File: config.mk
export PLATFORM = sky130hd
export DESIGN_NAME = mux_scan_flat
export DESIGN_NICKNAME = d
export VERILOG_FILES = /design/src/rtl/mux_pkg.sv /design/src/rtl/mux_scan_if.sv /design/src/rtl/mux_n.sv /design/src/rtl/mux_scan.sv /design/src/flat_wrapper.sv
export SDC_FILE = /design/constraint.sdc
export NUM_CORES = 1
export LEC_CHECK = 0
export BUFFER_PORTS_ARGS = -buffer_cell sky130_fd_sc_hd__buf_2
export CAP_MARGIN = 20
export CORE_MARGIN = 4
export CORE_UTILIZATION = 44
export DETAILED_ROUTE_END_ITERATION = 8
export PLACE_DENSITY = 0.81
export SLEW_MARGIN = 20
export SYNTH_ARGS = -nofsm -noshare
export SYNTH_HDL_FRONTEND = slang
export SYNTH_SLANG_ARGS = --single-unit
export TNS_END_PERCENT = 30
File: constraint.sdc
create_clock -name clk -period 2.3 [get_ports clk]
set_input_delay 0.46 -clock clk [delete_from_list [all_inputs] [get_ports clk]]
set_output_delay 0.46 -clock clk [all_outputs]
set_load 0.05 [all_outputs]
File: src/rtl/mux_pkg.sv
// Shared types for the registered N:1 sample multiplexer.
package mux_pkg;

  typedef enum logic [1:0] {
    IDLE = 2'd0,
    HOLD = 2'd1,
    SCAN = 2'd2
  } state_t;

  typedef enum logic {
    MODE_SINGLE = 1'b0,
    MODE_SCAN   = 1'b1
  } mode_t;

endpackage

File: src/rtl/mux_scan_if.sv
// Control, channel data and valid/ready output bundle for mux_scan.
interface mux_scan_if #(
  parameter int WIDTH = 8,
  parameter int NCH   = 8,
  parameter int SELW  = (NCH > 1) ? $clog2(NCH) : 1
) ();
  logic [NCH-1:0][WIDTH-1:0] d;
  logic [SELW-1:0]           sel;
  logic                      mode;
  logic                      start;
  logic                      abort;
  logic                      out_ready;
  logic                      out_valid;
  logic [WIDTH-1:0]          y;
  logic [SELW-1:0]           y_ch;
  logic                      busy;
  logic                      done;
  logic                      err;

  modport master (
    output d, sel, mode, start, abort, out_ready,
    input  out_valid, y, y_ch, busy, done, err
  );

  modport slave (
    input  d, sel, mode, start, abort, out_ready,
    output out_valid, y, y_ch, busy, done, err
  );
endinterface

File: src/rtl/mux_n.sv
// Combinational WIDTH-bit NCH:1 mux; zero output and in_range low for an index >= NCH.
module mux_n #(
  parameter int WIDTH = 8,
  parameter int NCH   = 8,
  parameter int SELW  = (NCH > 1) ? $clog2(NCH) : 1
) (
  input  logic [NCH-1:0][WIDTH-1:0] d,
  input  logic [SELW-1:0]           idx,
  output logic [WIDTH-1:0]          y,
  output logic                      in_range
);
  always_comb begin
    y        = '0;
    in_range = 1'b0;
    for (int unsigned i = 0; i < NCH; i++) begin
      if (idx == SELW'(i)) begin
        y        = d[i];
        in_range = 1'b1;
      end
    end
  end
endmodule

File: src/rtl/mux_scan.sv
// Registered N-channel mux with single-shot and sequential-scan modes feeding a
// valid/ready consumer one sample at a time.
module mux_scan
  import mux_pkg::*;
#(
  parameter int WIDTH = 8,
  parameter int NCH   = 8,
  parameter int SELW  = (NCH > 1) ? $clog2(NCH) : 1
) (
  input logic         clk,
  input logic         reset,
  mux_scan_if.slave   bus
);
  state_t           state;
  logic             out_valid_q;
  logic [WIDTH-1:0] y_q;
  logic [SELW-1:0]  y_ch_q;
  logic             busy_q;
  logic             done_q;
  logic             err_q;

  logic [SELW-1:0]  idx;
  logic [WIDTH-1:0] mux_y;
  logic             mux_ok;
  logic             hs;
  logic             last_ch;

  assign hs      = out_valid_q && bus.out_ready;
  assign last_ch = (y_ch_q == SELW'(NCH - 1));

  // One shared mux: start picks sel (or channel 0 in scan), scan advance picks y_ch+1.
  always_comb begin
    idx = y_ch_q + SELW'(1);
    if (state == IDLE) begin
      idx = (mode_t'(bus.mode) == MODE_SCAN) ? '0 : bus.sel;
    end
  end

  mux_n #(.WIDTH(WIDTH), .NCH(NCH), .SELW(SELW)) u_mux (
    .d        (bus.d),
    .idx      (idx),
    .y        (mux_y),
    .in_range (mux_ok)
  );

  always_ff @(posedge clk or posedge reset) begin
    if (reset) begin
      state       <= IDLE;
      out_valid_q <= 1'b0;
      y_q         <= '0;
      y_ch_q      <= '0;
      busy_q      <= 1'b0;
      done_q      <= 1'b0;
      err_q       <= 1'b0;
    end else begin
      done_q <= 1'b0;
      err_q  <= 1'b0;
      case (state)
        IDLE: begin
          if (bus.start) begin
            y_q         <= mux_y;
            out_valid_q <= 1'b1;
            busy_q      <= 1'b1;
            if (mode_t'(bus.mode) == MODE_SCAN) begin
              y_ch_q <= '0;
              state  <= SCAN;
            end else begin
              y_ch_q <= bus.sel;
              err_q  <= !mux_ok;
              state  <= HOLD;
            end
          end
        end
        HOLD, SCAN: begin
          // Abort overrides completion: a coincident handshake is delivered but no done.
          if (bus.abort) begin
            out_valid_q <= 1'b0;
            busy_q      <= 1'b0;
            state       <= IDLE;
          end else if (hs) begin
            if (state == HOLD || last_ch) begin
              out_valid_q <= 1'b0;
              busy_q      <= 1'b0;
              done_q      <= 1'b1;
              state       <= IDLE;
            end else begin
              y_ch_q <= y_ch_q + SELW'(1);
              y_q    <= mux_y;
            end
          end
        end
        default: begin
          out_valid_q <= 1'b0;
          busy_q      <= 1'b0;
          state       <= IDLE;
        end
      endcase
    end
  end

  assign bus.out_valid = out_valid_q;
  assign bus.y         = y_q;
  assign bus.y_ch      = y_ch_q;
  assign bus.busy      = busy_q;
  assign bus.done      = done_q;
  assign bus.err       = err_q;
endmodule

File: src/flat_wrapper.sv
// flat-port wrapper written by rule: the top's interface ports become plain ports
module mux_scan_flat import mux_pkg::*;
#(
  parameter int WIDTH = 8,
  parameter int NCH   = 8,
  parameter int SELW  = (NCH > 1) ? $clog2(NCH) : 1
)
  (clk, reset, bus_d, bus_sel, bus_mode, bus_start, bus_abort, bus_out_ready, bus_out_valid, bus_y, bus_y_ch, bus_busy, bus_done, bus_err);
  mux_scan_if #(.WIDTH(WIDTH), .NCH(NCH), .SELW(SELW)) bus_i ();
  input logic clk;
  input logic reset;
  input wire logic [$bits(bus_i.d)-1:0] bus_d;
  input wire logic [$bits(bus_i.sel)-1:0] bus_sel;
  input wire logic [$bits(bus_i.mode)-1:0] bus_mode;
  input wire logic [$bits(bus_i.start)-1:0] bus_start;
  input wire logic [$bits(bus_i.abort)-1:0] bus_abort;
  input wire logic [$bits(bus_i.out_ready)-1:0] bus_out_ready;
  output wire logic [$bits(bus_i.out_valid)-1:0] bus_out_valid;
  output wire logic [$bits(bus_i.y)-1:0] bus_y;
  output wire logic [$bits(bus_i.y_ch)-1:0] bus_y_ch;
  output wire logic [$bits(bus_i.busy)-1:0] bus_busy;
  output wire logic [$bits(bus_i.done)-1:0] bus_done;
  output wire logic [$bits(bus_i.err)-1:0] bus_err;
  assign bus_i.d = bus_d;
  assign bus_i.sel = bus_sel;
  assign bus_i.mode = bus_mode;
  assign bus_i.start = bus_start;
  assign bus_i.abort = bus_abort;
  assign bus_i.out_ready = bus_out_ready;
  assign bus_out_valid = bus_i.out_valid;
  assign bus_y = bus_i.y;
  assign bus_y_ch = bus_i.y_ch;
  assign bus_busy = bus_i.busy;
  assign bus_done = bus_i.done;
  assign bus_err = bus_i.err;
  mux_scan #(.WIDTH(WIDTH), .NCH(NCH), .SELW(SELW)) u_core (.clk(clk), .reset(reset), .bus(bus_i));
endmodule
== Word-level counts from Yosys, hierarchy flattened ==
Cells that the tools add are included.
Widths: inputs -> output; s select.

* Add/subtract/negate cells: 1
* Eq/ne operators: 16
* Reduce and logical (&&, ||, !) cells: 9
* Multiplexer cells: 46

{| class="wikitable"
|+ Operators by type and width
! cell !! count
|-
| $mux 8 || 12
|-
| $mux 1 || 19
|-
| $mux 3 || 6
|-
| $pmux 8 s2 || 1
|-
| $eq 3x3->1 const B || 5
|-
| $mux 2 || 5
|-
| $eq 3x2->1 const B || 2
|-
| $ne 2x2->1 const B || 3
|-
| $ne 3x2->1 const B || 2
|-
| $pmux 3 s2 || 1
|-
| $reduce_and 5->1 || 1
|-
| $pmux 2 s2 || 1
|-
| $add 3x1->3 const B || 1
|-
| $eq 3x1->1 const B || 1
|-
| $logic_not 3->1 || 1
|-
| $reduce_and 3->1 || 1
|-
| $eq 2x1->1 const B || 1
|-
| $eq 2x2->1 const B || 1
|-
| $logic_not 2->1 || 1
|-
| $ne 2x1->1 const B || 1
|-
| $pmux 1 s2 || 1
|-
| $reduce_bool 2->1 || 1
|-
| $reduce_or 2->1 || 1
|-
| $logic_and 1x1->1 || 1
|-
| other kinds (2) || 2
|}

* Output and inout port bits: 15
* Register bits after elaboration: 16
* Word-level logic and storage cells: 78
* Input bits: 73

== Longest topological paths before layout ==
* Depth after elaboration: 15
* Mapped depth: 9

== By module ==
Synthesis repeated with hierarchy kept, for this count alone.

* Cell total of the unflattened synthesis: 188
* Area total of the unflattened synthesis: 1710.4 um^2

{| class="wikitable"
|+ By module, submodules not included
! module !! area each (um^2) !! times used !! cells each !! seq. area each (um^2)
|-
| mux_scan || 1092.3 || 1 || 103 || 400.4
|-
| mux_n || 618.1 || 1 || 85 || 0.0
|}

== Least setup slack after synthesis ==
OpenSTA, ideal clock, no wires.

* Kind: flip-flop to flip-flop
* Start point: register u_core.y_ch_q[0], in the netlist u_core.bus.y_ch[0]
* End point: register u_core.y_q[1], in the netlist u_core.bus.y[1]
* Clock period less this slack: 2190 ps
* Setup slack: 110 ps
* Data required time: 2210 ps
* Buffers on the path: 1
* Arrival: 2100 ps
* Library setup time: 90 ps
* Stages on the path, launching flop included: 9
* Cells stage by stage: dfrtp_1 > ha_1 > ha_1 > nor3_1 > nand3_1 > a21oi_1 > clkbuf_1 > nand2_1 > o221ai_1

* Word-level cells in the longest chain between the ends: 15
* Elaborated cells between the ends (all ways): 27
* Classes of those cells: add/sub: 1; eq/ne: 9; mux: 14; reduce/logical: 3

{| class="wikitable"
|+ Ends and longest elaborated chain
! what !! RTL line !! source
|-
| start, declared || mux_scan.sv:17 || <nowiki>logic [SELW-1:0] y_ch_q;</nowiki>
|-
| start signal, assigned || mux_scan.sv:68 || <nowiki>y_ch_q <= bus.sel;</nowiki>
|-
| start signal, assigned || mux_scan.sv:87 || <nowiki>y_ch_q <= y_ch_q + SELW'(1);</nowiki>
|-
| $add 3x1->3 || mux_scan.sv:33 || <nowiki>idx = y_ch_q + SELW'(1);</nowiki>
|-
| $mux 3 || mux_scan.sv:34 || <nowiki>if (state == IDLE) begin</nowiki>
|-
| $logic_not 3->1 || mux_n.sv:16 || <nowiki>if (idx == SELW'(i)) begin</nowiki>
|-
| $mux 8 (8 in a row) || mux_n.sv:16 ||
|-
| $mux 8 || mux_scan.sv:81 || <nowiki>if (state == HOLD || last_ch) begin</nowiki>
|-
| $mux 8 || mux_scan.sv:80 || <nowiki>end else if (hs) begin</nowiki>
|-
| $mux 8 || mux_scan.sv:76 || <nowiki>if (bus.abort) begin</nowiki>
|-
| $pmux 8 s2 || mux_scan.sv:58 || <nowiki>case (state)</nowiki>
|-
| end signal, assigned || mux_scan.sv:61 || <nowiki>y_q <= mux_y;</nowiki>
|-
| end signal, assigned || mux_scan.sv:88 || <nowiki>y_q <= mux_y;</nowiki>
|-
| end, declared || mux_scan.sv:16 || <nowiki>logic [WIDTH-1:0] y_q;</nowiki>
|}

Several ways; a longest one is shown, not always the timed one. The select of a mux whose other input is x is not followed.
A chain may end at the register's enable or synchronous reset.

== Worst setup path in the final report ==
* Start point: register u_core.y_ch_q[0], in the netlist u_core.bus.y_ch[0]
* End point: register u_core.y_q[3], in the netlist u_core.bus.y[3]

The elaborated chain is that of the path after synthesis.

==> impl_metrics.py <==
metrics = {
    "logic_synthesis": {
        "yosysSeqAreaShare_pct": 27.3,
        "synth_commonest_cells": "19 x a21oi_1, 16 x dfrtp_1, 15 x o21ai_0, 13 x nand3_1, 13 x nor2_1",
        "avgSynthCellArea_um2": 7.90,
        "yosys_warnings": 0,
        "post-synth-top-area-cell": "dfrtp_1",
        "synth_most_common_cell": "a21oi_1",
        "yosys.cell_types.count": 45,
        "netlist_area_mm2": 0.00147,
        "synth_ff_type": "dfrtp_1",
        "synth-edff-count": 0,
        "synthCells": 186,
        "synth_area_leaders": "dfrtp_1 27%, a21oi_1 6.5%, o21ai_0 5.1%",
        "async_reset_ff_share_pct": 100,
        "syn-num-nets": 264,
        "synth_seq_cells": 16,
        "synth_top_area_share_pct": 27.3,
    },
    "layout": {
        "diodes": 0,
        "layout-drive-gt1-share_pct": 44.3,
        "layout.nets": 352,
        "area_growth_pct": 36.6,
        "fin_area_mm2": 0.00201,
        "fill_cells": 297,
    },
    "route": {
        "avgViaCountPerCell": 5.52,
        "firstDrtPassIters": 4,
        "drtIter0Drc": 127,
        "dr_total_vias": 1749,
        "routedWlPerCell_um": 14.7,
        "post-route-drc-count": 0,
        "drt-total-wl_um": 4660,
        "ant_nets": 0,
    },
    "die": {
        "fp-row-count": 20,
        "start_util_pct": 47.0,
        "die-height_um": 65.8,
        "core_area_mm2": 0.00313,
        "die-width_um": 65.8,
        "die_area_mm2": 0.00433,
        "ios": 88,
    },
    "place": {
        "dp_hpwl_um": 3830,
        "numPortBuffers": 87,
        "gp_congestion": 0.959,
        "place_worst_setup_slack_ns": 0.0955,
        "place_area_mm2": 0.00196,
    },
    "clock_tree": {
        "clock_latency_ns": 0.29,
        "cts_buffers": 3,
        "holdBufCountCts": 0,
        "cts.sinks": 16,
        "h-tree-depth": 1,
        "cts_tree": "built",
        "cts_setup_buffers": 0,
        "root_buffer": "clkbuf_4",
        "path_clk_slew_ns": 0.10,
        "clk_path_buf_depth": 2,
    },
    "timing": {
        "setup_ws_ns": 0.134,
        "setup_viol": 0,
        "drv_slew": 0,
        "tightest_slew_ns": 0.614,
        "period_needed_ns": 2.17,
        "grt_setup_unrepaired": "no",
        "period_share_pct": 94.2,
        "slew_headroom_pct": 59.0,
        "tns_ns": 0,
        "fmax_mhz": 462,
        "finalClockSkew_ns": 0.00876,
        "finalHoldViolCount": 0,
    },
    "job": {
        "cap_violations": 0,
    },
    "global_route": {
        "grt_pass1_vias": 1658,
        "grt_pass1_wl_um": 7470,
        "grt_antenna_before_repair": 0,
        "gr-total-overflow": 0,
        "track_usage_pct": 22.1,
        "grt_max_degree": 25,
    },
    "power_and_ir_drop": {
        "power.total_mw": 3.22,
        "p_leak_nw": 0.988,
        "power_density_mw_per_mm2": 1600,
        "peakVddDrop_uv": 801,
    },
    "setup_path": {
        "required_ns": 2.47,
        "end_kind": "flop",
        "path_class": "flop to flop",
        "worstPathMaxFanout": 8,
        "start_kind": "flop",
        "critPathArrivalTime_ns": 2.33,
    },
    "run_status": {
        "status": "complete, no violations",
    },
    "worst_hold_path": {
        "hold_path.class": "input port to asynchronous set/reset pin",
    },
}
-- stage by stage --
stage | hold slack [ns] | util (%) | cells
2_1_floorplan | 0.374 | - | 186
3_3_place_gp | 0.528 | 62.8 | 313
3_5_place_dp | 0.536 | 62.8 | 313
4_1_cts | 0.251 | 63.9 | 317
5_1_grt | 0.293 | 64.2 | 317
6_report | 0.221 | 64.2 | 317
-- logic make-up (layout without fill, tap and decap cells) --
group	Yosys count	after routing	share of synthesized area (%)
AO/OA/AOI/OAI	74	74	32.6
multiplexers	6	6	5.96
adder cells (fa/ha/maj)	5	5	4.26
buffers and inverters	24	111	7.41
AND/OR/NAND/NOR	60	60	22.2
other	1	1	0.255
flip-flops	16	16	27.3
-- sequential cells by signal, summed over array words and instances (netlist names) --
register / count
u_core.bus.y: 8
u_core.state: 2
u_core.bus.err: 1
u_core.bus.done: 1
u_core.bus.busy: 1
u_core.bus.y_ch: 3
-- layout make-up --
class	count	area [um^2]	share of cell area, %
multi-input cells	146	967	48.2
repair buffers	97	510	25.4
flip-flops and latches	16	400	20.0
well taps	44	55.1	2.74
inverters	10	37.5	1.87
clock buffers	4	36.3	1.81
-- layer usage --
layer / vias up / track usage [%] / share of wire [%]
li1: 873 / - / -
met1: 786 / 29.9 / 43
met2: 81 / 35.5 / 46
met3: 9 / 2.89 / 8.2
met4: 0 / 8.55 / 2.0
met5: - / 0 / 0
-- cell usage in the layout (no fill, tap or decap), drive strengths merged, types with 2 or more instances in the layout --
master | synthesis | layout
nor2 | 15 | 15
mux2i | 2 | 2
o21ai | 15 | 15
a211o | 2 | 2
a32oi | 2 | 2
a21o | 2 | 2
nand2 | 9 | 9
a22oi | 4 | 4
clkbuf | 5 | 4
ha | 5 | 5
a211oi | 3 | 3
nand3 | 13 | 13
a31oi | 6 | 6
nand2b | 3 | 3
inv | 10 | 10
and3 | 3 | 3
o22ai | 5 | 5
nor2b | 2 | 2
nor3 | 2 | 2
nor3b | 2 | 2
o211ai | 3 | 3
a21oi | 19 | 19
and3b | 2 | 2
nand3b | 3 | 3
a31o | 8 | 8
mux2 | 2 | 2
buf | 9 | 97
dfrtp | 16 | 16
mux4 | 2 | 2
-- where the power goes --
part           internal, mW  switching [mW]  total, mW
Sequential            0.415          0.0753      0.491
Combinational         0.957            1.58       2.53
Clock                0.0965          0.0952      0.192
Total                  1.47            1.75       3.22
-- critical path: stages (launching register included) --
cell     delay [ns]
dfrtp_1        0.44
ha_1           0.22
ha_1           0.35
nor2b_2        0.23
a21oi_1        0.06
buf_4          0.16
a31o_2         0.21
o22ai_1        0.24
a31oi_1        0.12
-- final timing paths --
check                                    from                 end  slack (ns)  cells past startpoint
setup / recovery           u_core.bus.y_ch[0]     u_core.bus.y[3]        0.13                      8
min in group clk                    bus_abort     u_core.bus.done        0.34                      2
hold reg to reg               u_core.bus.y[5]     u_core.bus.y[5]        0.55                      2
max in group asynchronous               reset     u_core.bus.y[7]        1.68                      2
hold / removal                          reset  u_core.bus.y_ch[1]        0.22                      2
setup reg to reg           u_core.bus.y_ch[0]     u_core.bus.y[3]        0.13                      8
-- timing repair --
item	4_1_cts	5_1_grt
endpoints found under the hold margin	0	0
gates resized for setup	0	3
endpoints found under the setup margin	0	5
Power figures use the tool's default switching activity.
